===== src/rtl/inst_mem_loader_pkg.sv =====
// Shared definitions for the instruction memory loader.
//   ADDR_W / INST_W / DEPTH : instruction memory geometry
//   LEN_HI_RSVD / DATA_HI_RSVD : bits that must be zero in the frame bytes
//   state_t : loader FSM states
package inst_mem_loader_pkg;

    localparam int ADDR_W = 12;
    localparam int INST_W = 14;
    localparam int DEPTH  = 4096;

    localparam logic [7:0] LEN_HI_RSVD  = 8'hF0;
    localparam logic [7:0] DATA_HI_RSVD = 8'hC0;

    typedef enum logic [2:0] {
        IDLE,
        LEN_LO,
        LEN_HI,
        DATA_LO,
        DATA_HI,
        CHECK,
        DONE,
        ERR
    } state_t;

endpackage


===== src/rtl/inst_mem_loader_checksum.sv =====
// loader_checksum: 8-bit mod-256 running sum of frame bytes.
//   clk, rst : clock and synchronous active-high reset
//   clr      : zero the sum (new load)
//   add_en   : add data to the sum this cycle
//   data     : byte to accumulate
//   sum      : current accumulated value
module loader_checksum (
    input  logic       clk,
    input  logic       rst,
    input  logic       clr,
    input  logic       add_en,
    input  logic [7:0] data,
    output logic [7:0] sum
);

    always_ff @(posedge clk) begin
        if (rst || clr) begin
            sum <= 8'h00;
        end else if (add_en) begin
            sum <= sum + data;
        end
    end

endmodule


===== src/rtl/inst_mem_loader.sv =====
// inst_mem_loader: boot-time writer for the CPU instruction memory.
// Parses a framed byte stream (length, payload word pairs, checksum),
// writes 14-bit words to consecutive addresses from 0 and releases the
// CPU only after a clean load.
//   clk, rst      : clock, synchronous active-high reset
//   start         : begin a load (honoured in IDLE, DONE, ERR)
//   in_data/in_valid/in_ready : byte stream handshake
//   wr_en/wr_addr/wr_data     : registered instruction memory write port
//   cpu_hold      : hold CPU in reset (low only in DONE)
//   done / err    : status of the last load
//   words_loaded  : words written in the current or last load
//
// state   | meaning
// --------+-----------------------------------------------
// IDLE    | after reset, waiting for start
// LEN_LO  | expecting length[7:0]
// LEN_HI  | expecting length[11:8], upper nibble reserved
// DATA_LO | expecting word[7:0]
// DATA_HI | expecting word[13:8], bits 7:6 reserved
// CHECK   | expecting checksum byte
// DONE    | load good, CPU released
// ERR     | load failed, CPU held
module inst_mem_loader
    import inst_mem_loader_pkg::*;
(
    input  logic              clk,
    input  logic              rst,
    input  logic              start,
    input  logic [7:0]        in_data,
    input  logic              in_valid,
    output logic              in_ready,
    output logic              wr_en,
    output logic [ADDR_W-1:0] wr_addr,
    output logic [INST_W-1:0] wr_data,
    output logic              cpu_hold,
    output logic              done,
    output logic              err,
    output logic [ADDR_W:0]   words_loaded
);

    state_t            state;
    state_t            state_nxt;
    logic [ADDR_W-1:0] len_q;
    logic [7:0]        data_lo_q;
    logic [7:0]        sum;
    logic [ADDR_W:0]   words_inc;
    logic              accept;
    logic              start_ok;
    logic              add_en;
    logic              hi_rsvd_bad;
    logic              len_rsvd_bad;
    logic              len_zero;

    assign accept       = in_valid && in_ready;
    assign start_ok     = start && (state == IDLE || state == DONE || state == ERR);
    assign add_en       = accept && (state == LEN_LO || state == LEN_HI ||
                                     state == DATA_LO || state == DATA_HI);
    assign hi_rsvd_bad  = (in_data & DATA_HI_RSVD) != 8'h00;
    assign len_rsvd_bad = (in_data & LEN_HI_RSVD) != 8'h00;
    // length is only fully known one cycle after LEN_HI, so test it from the live byte
    assign len_zero     = {in_data[3:0], len_q[7:0]} == '0;
    assign words_inc    = words_loaded + 1'b1;

    assign cpu_hold = (state != DONE);
    assign done     = (state == DONE);
    assign err      = (state == ERR);

    loader_checksum u_checksum (
        .clk    (clk),
        .rst    (rst),
        .clr    (start_ok),
        .add_en (add_en),
        .data   (in_data),
        .sum    (sum)
    );

    always_comb begin
        state_nxt = state;
        in_ready  = 1'b0;
        case (state)
            IDLE, DONE, ERR: begin
                if (start) state_nxt = LEN_LO;
            end
            LEN_LO: begin
                in_ready = 1'b1;
                if (accept) state_nxt = LEN_HI;
            end
            LEN_HI: begin
                in_ready = 1'b1;
                if (accept) begin
                    if (len_rsvd_bad)  state_nxt = ERR;
                    else if (len_zero) state_nxt = CHECK;
                    else               state_nxt = DATA_LO;
                end
            end
            DATA_LO: begin
                in_ready = 1'b1;
                if (accept) state_nxt = DATA_HI;
            end
            DATA_HI: begin
                in_ready = 1'b1;
                if (accept) begin
                    if (hi_rsvd_bad)                     state_nxt = ERR;
                    else if (words_inc == {1'b0, len_q}) state_nxt = CHECK;
                    else                                 state_nxt = DATA_LO;
                end
            end
            CHECK: begin
                in_ready = 1'b1;
                if (accept) state_nxt = (in_data == sum) ? DONE : ERR;
            end
            default: state_nxt = IDLE;
        endcase
    end

    always_ff @(posedge clk) begin
        if (rst) begin
            state        <= IDLE;
            len_q        <= '0;
            data_lo_q    <= 8'h00;
            wr_en        <= 1'b0;
            wr_addr      <= '0;
            wr_data      <= '0;
            words_loaded <= '0;
        end else begin
            state <= state_nxt;
            wr_en <= 1'b0;
            if (start_ok) words_loaded <= '0;
            if (accept) begin
                case (state)
                    LEN_LO:  len_q[7:0]          <= in_data;
                    LEN_HI:  len_q[ADDR_W-1:8]   <= in_data[3:0];
                    DATA_LO: data_lo_q           <= in_data;
                    DATA_HI: begin
                        if (!hi_rsvd_bad) begin
                            wr_en        <= 1'b1;
                            wr_addr      <= words_loaded[ADDR_W-1:0];
                            wr_data      <= {in_data[5:0], data_lo_q};
                            words_loaded <= words_inc;
                        end
                    end
                    default: ;
                endcase
            end
        end
    end

endmodule


===== config.mk =====
export PLATFORM = sky130hd
export DESIGN_NAME = inst_mem_loader
export DESIGN_NICKNAME = d
export VERILOG_FILES = /design/src/rtl/inst_mem_loader_pkg.sv /design/src/rtl/inst_mem_loader_checksum.sv /design/src/rtl/inst_mem_loader.sv
export SDC_FILE = /design/constraint.sdc
export NUM_CORES = 1
export LEC_CHECK = 0
export BUFFER_PORTS_ARGS = -buffer_cell sky130_fd_sc_hd__buf_2
export CORE_UTILIZATION = 35
export CTS_BUF_LIST = sky130_fd_sc_hd__clkbuf_16
export DETAILED_ROUTE_END_ITERATION = 8
export GPL_TIMING_DRIVEN = 0
export PLACE_DENSITY = 0.63
export REMOVE_ABC_BUFFERS = 1
export SLEW_MARGIN = 20
export SYNTH_ARGS = -nofsm -noshare
export SYNTH_HDL_FRONTEND = slang
export SYNTH_HIERARCHICAL = 1
export SYNTH_SLANG_ARGS = --single-unit

===== constraint.sdc =====
create_clock -name clk -period 2.45 [get_ports clk]
set_input_delay 0.3675 -clock clk [delete_from_list [all_inputs] [get_ports clk]]
set_output_delay 0.3675 -clock clk [all_outputs]
set_load 0.02 [all_outputs]

==> out/qor.tcl <==
set qor(synth.yosys.warnings) 6
set qor(powerDensity_nw_per_um2) 680.6
set qor(crit_buf_inv) 0
set qor(path_delay_family) {simple AND/OR/NAND/NOR gates}
set qor(core-area_sq_um) 9910
set qor(worstPathMaxFanout) 13
set qor(drtIter0Drc) 189
set qor(dpl.cell_count) 632
set qor(yosys_register_bits) 71
set qor(slew_headroom) 0.4255
set qor(fin_worst_hold_slack_ps) 358.4
set qor(synth_top_flop_cell) {sky130_fd_sc_hd__dfxtp_1}
set qor(final_min_period_over_clock_period) 0.9081
set qor(clock_sinks) 71
set qor(antenna-diode-count) 0
set qor(worst_ep_required_time_ps) 2640
set qor(fin_skew_ps) 5.431
set qor(starting_density) 0.3663
set qor(antenna_violating_nets_post_route) 0
set qor(grt_pass1_vias) 3152
set qor(grt_pass1_wl_um) 15120
set qor(grt_antenna_before_repair) 0
set qor(detailedPlacementHpwl_um) 6237
set qor(final_cells) 648
set qor(critical_path_class) {reg -> reg}
set qor(synth_cells) 470
set qor(gp_congestion) 0.7919
set qor(cts_root_buffer) {sky130_fd_sc_hd__clkbuf_16}
set qor(route.final.wire_length_um) 8868
set qor(clkSlewWorstSetupHoldPaths_ps) 60
set qor(critPathSlowestCell) {sky130_fd_sc_hd__nand4_1}
set qor(top_level_ports) 56
set qor(first_pass_iters) 4
set qor(die_w_um) 103.8
set qor(tns_ps) 0
set qor(worst-endpoint-arrival_ps) 2410
set qor(slew_viol_final) 0
set qor(post_drt_via_cell_ratio) 5.159
set qor(post_route_cells_drive_above_1_share) 0.1670
set qor(final_cell_mix) {103 x sky130_fd_sc_hd__nand2_1, 71 x sky130_fd_sc_hd__dfxtp_1, 60 x sky130_fd_sc_hd__a21oi_1, 54 x sky130_fd_sc_hd__buf_2, 37 x sky130_fd_sc_hd__nor2_1}
set qor(drc_markers) 0
set qor(die_area_sq_um) 10780
set qor(syn_area_per_cell_sq_um) 7.723
set qor(worst_setup_path_end_kind) {flip-flop}
set qor(maxCapViolCount) 0
set qor(most_common_cell_after_layout_fill_and_taps_aside) {sky130_fd_sc_hd__nand2_1}
set qor(cts_tree) {built}
set qor(crit_chain) {nor2_2, nand4_1, o21a_1, a21o_1, a21oi_1, nor2_1}
set qor(design.final.nets) 531
set qor(outcome) {completed}
set qor(chipHeight_um) 103.8
set qor(timing.hold.worst.class) {in -> reg}
set qor(max-clock-path-buffers) 2
set qor(cellLeakagePower_nw) 1.655
set qor(area_overhead_vs_synth_pct) 19.17
set qor(synth.distinct_cells) 47
set qor(cts-htree-levels) 3
set qor(cts-hold-fix-buffers) 0
set qor(number_of_buffers_inserted_during_clock_tree_synthesis) 9
set qor(count_of_flip_flops_with_a_built_in_enable_after_synthesis) 0
set qor(worst_setup_path_start_kind) {flip-flop}
set qor(report.power.total_mw) 2.944
set qor(ir_worst_vdd_mv) 0.4587
set qor(port_buffers) 55
set qor(tightest_slew_ps) 857.0
set qor(synth_area_sq_um) 3630
set qor(pin_count_of_the_biggest_net_entering_global_routing) 69
set qor(floorplan.rows) 36
set qor(sequential_fraction_of_the_synthesis_area) 0.3916
set qor(ctsResizeCount) 0
set qor(worstSkewPairLatency_ps) 330
set qor(post_cts_setup_buffers) 0
set qor(setup_repair_after_global_routing_missed_its_margin) {no}
set qor(route.vias.total) 3343
set qor(cp_slowest_stage_delay_ps) 590
set qor(fin_crit_period_ps) 2225
set qor(grt_overflow_total) 0
set qor(nFillCells) 1034
set qor(synth-async-reset-ratio) 0
set qor(finalHoldViolCount) 0
set qor(grt_usage) 0.1723
set qor(fin_util) 0.4365
set qor(setup-violations-final) 0
set qor(wl_per_cell_um) 13.69
set qor(fmax_mhz) 449.5
[registers in the layout (all words and copies together), names as in the netlist]
name / count
data_lo_q: 8
len_q: 12
state: 3
u_checksum/sum: 8
words_loaded: 13
wr_addr: 12
wr_data: 14
wr_en: 1
[cell usage after synthesis, types with 10 or more instances]
cell type	n	area (sq um)
sky130_fd_sc_hd__nand3_1	18	90.09
sky130_fd_sc_hd__nor2_1	37	138.9
sky130_fd_sc_hd__a21oi_1	61	305.3
sky130_fd_sc_hd__clkbuf_1	17	63.81
sky130_fd_sc_hd__xnor2_1	22	192.7
sky130_fd_sc_hd__inv_1	10	37.54
sky130_fd_sc_hd__nand2_1	103	386.6
sky130_fd_sc_hd__buf_2	11	55.05
sky130_fd_sc_hd__dfxtp_1	71	1421
sky130_fd_sc_hd__mux2i_1	10	100.1
[worst min-delay path, stage by stage]
cell	delay (ps)
sky130_fd_sc_hd__buf_2	150
sky130_fd_sc_hd__nand2_1	70
sky130_fd_sc_hd__a21oi_1	50
[final cells by class]
cell class | instances | area (sq um) | share of cell area
clock inverter | 7 | 88.84 | 0.02054
timing repair buffer | 59 | 326.6 | 0.07550
sequential | 71 | 1421 | 0.3286
tap | 133 | 166.4 | 0.03847
inverter | 10 | 37.54 | 0.008678
multi-input combinational | 359 | 2059 | 0.4761
clock buffer | 9 | 225.2 | 0.05207
[stage by stage]
step                      setup WS, ps  area (sq um)
after floorplan                 -52.33          3496
after global placement           -1150          3938
after detailed placement         72.83          4003
after CTS                        212.9          4317
after global routing             2.347          4325
final                            225.2          4325
[layer usage]
layer	track usage	vias to the layer above	routed length (um)
met3	0.04720	16	428
met2	0.2890	83	4240
li1	-	1689	-
met4	0.05306	0	197
met1	0.2137	1555	4001
met5	0	-	0
[power breakdown]
group	internal, mW	leakage (nW)	switching (mW)
logic	0.130	0.928	0.215
registers	1.19	0.573	0.0439
clock network	0.883	0.154	0.485
total	2.20	1.66	0.744
[logic make-up after synthesis]
kind of cell               share of synthesized area
adders and majority gates                    0.03309
xor gates and xnor gates                     0.07239
DFF                                           0.3916
and+or+nand+nor                               0.2723
AOI/OAI and AO/OA                             0.1558
buffers and inverters                        0.04722
muxes                                        0.02758
[final timing paths]
kind,cells past startpoint,start,to,slack [ps]
worst max-delay path,6,state[0],words_loaded[4],230
worst min-delay path,3,in_data[4],wr_data[12],360
worst max register to register,6,state[0],words_loaded[4],230
worst min register to register,2,wr_addr[6],wr_addr[6],450
Note: power is estimated with default switching activity, not from simulation.
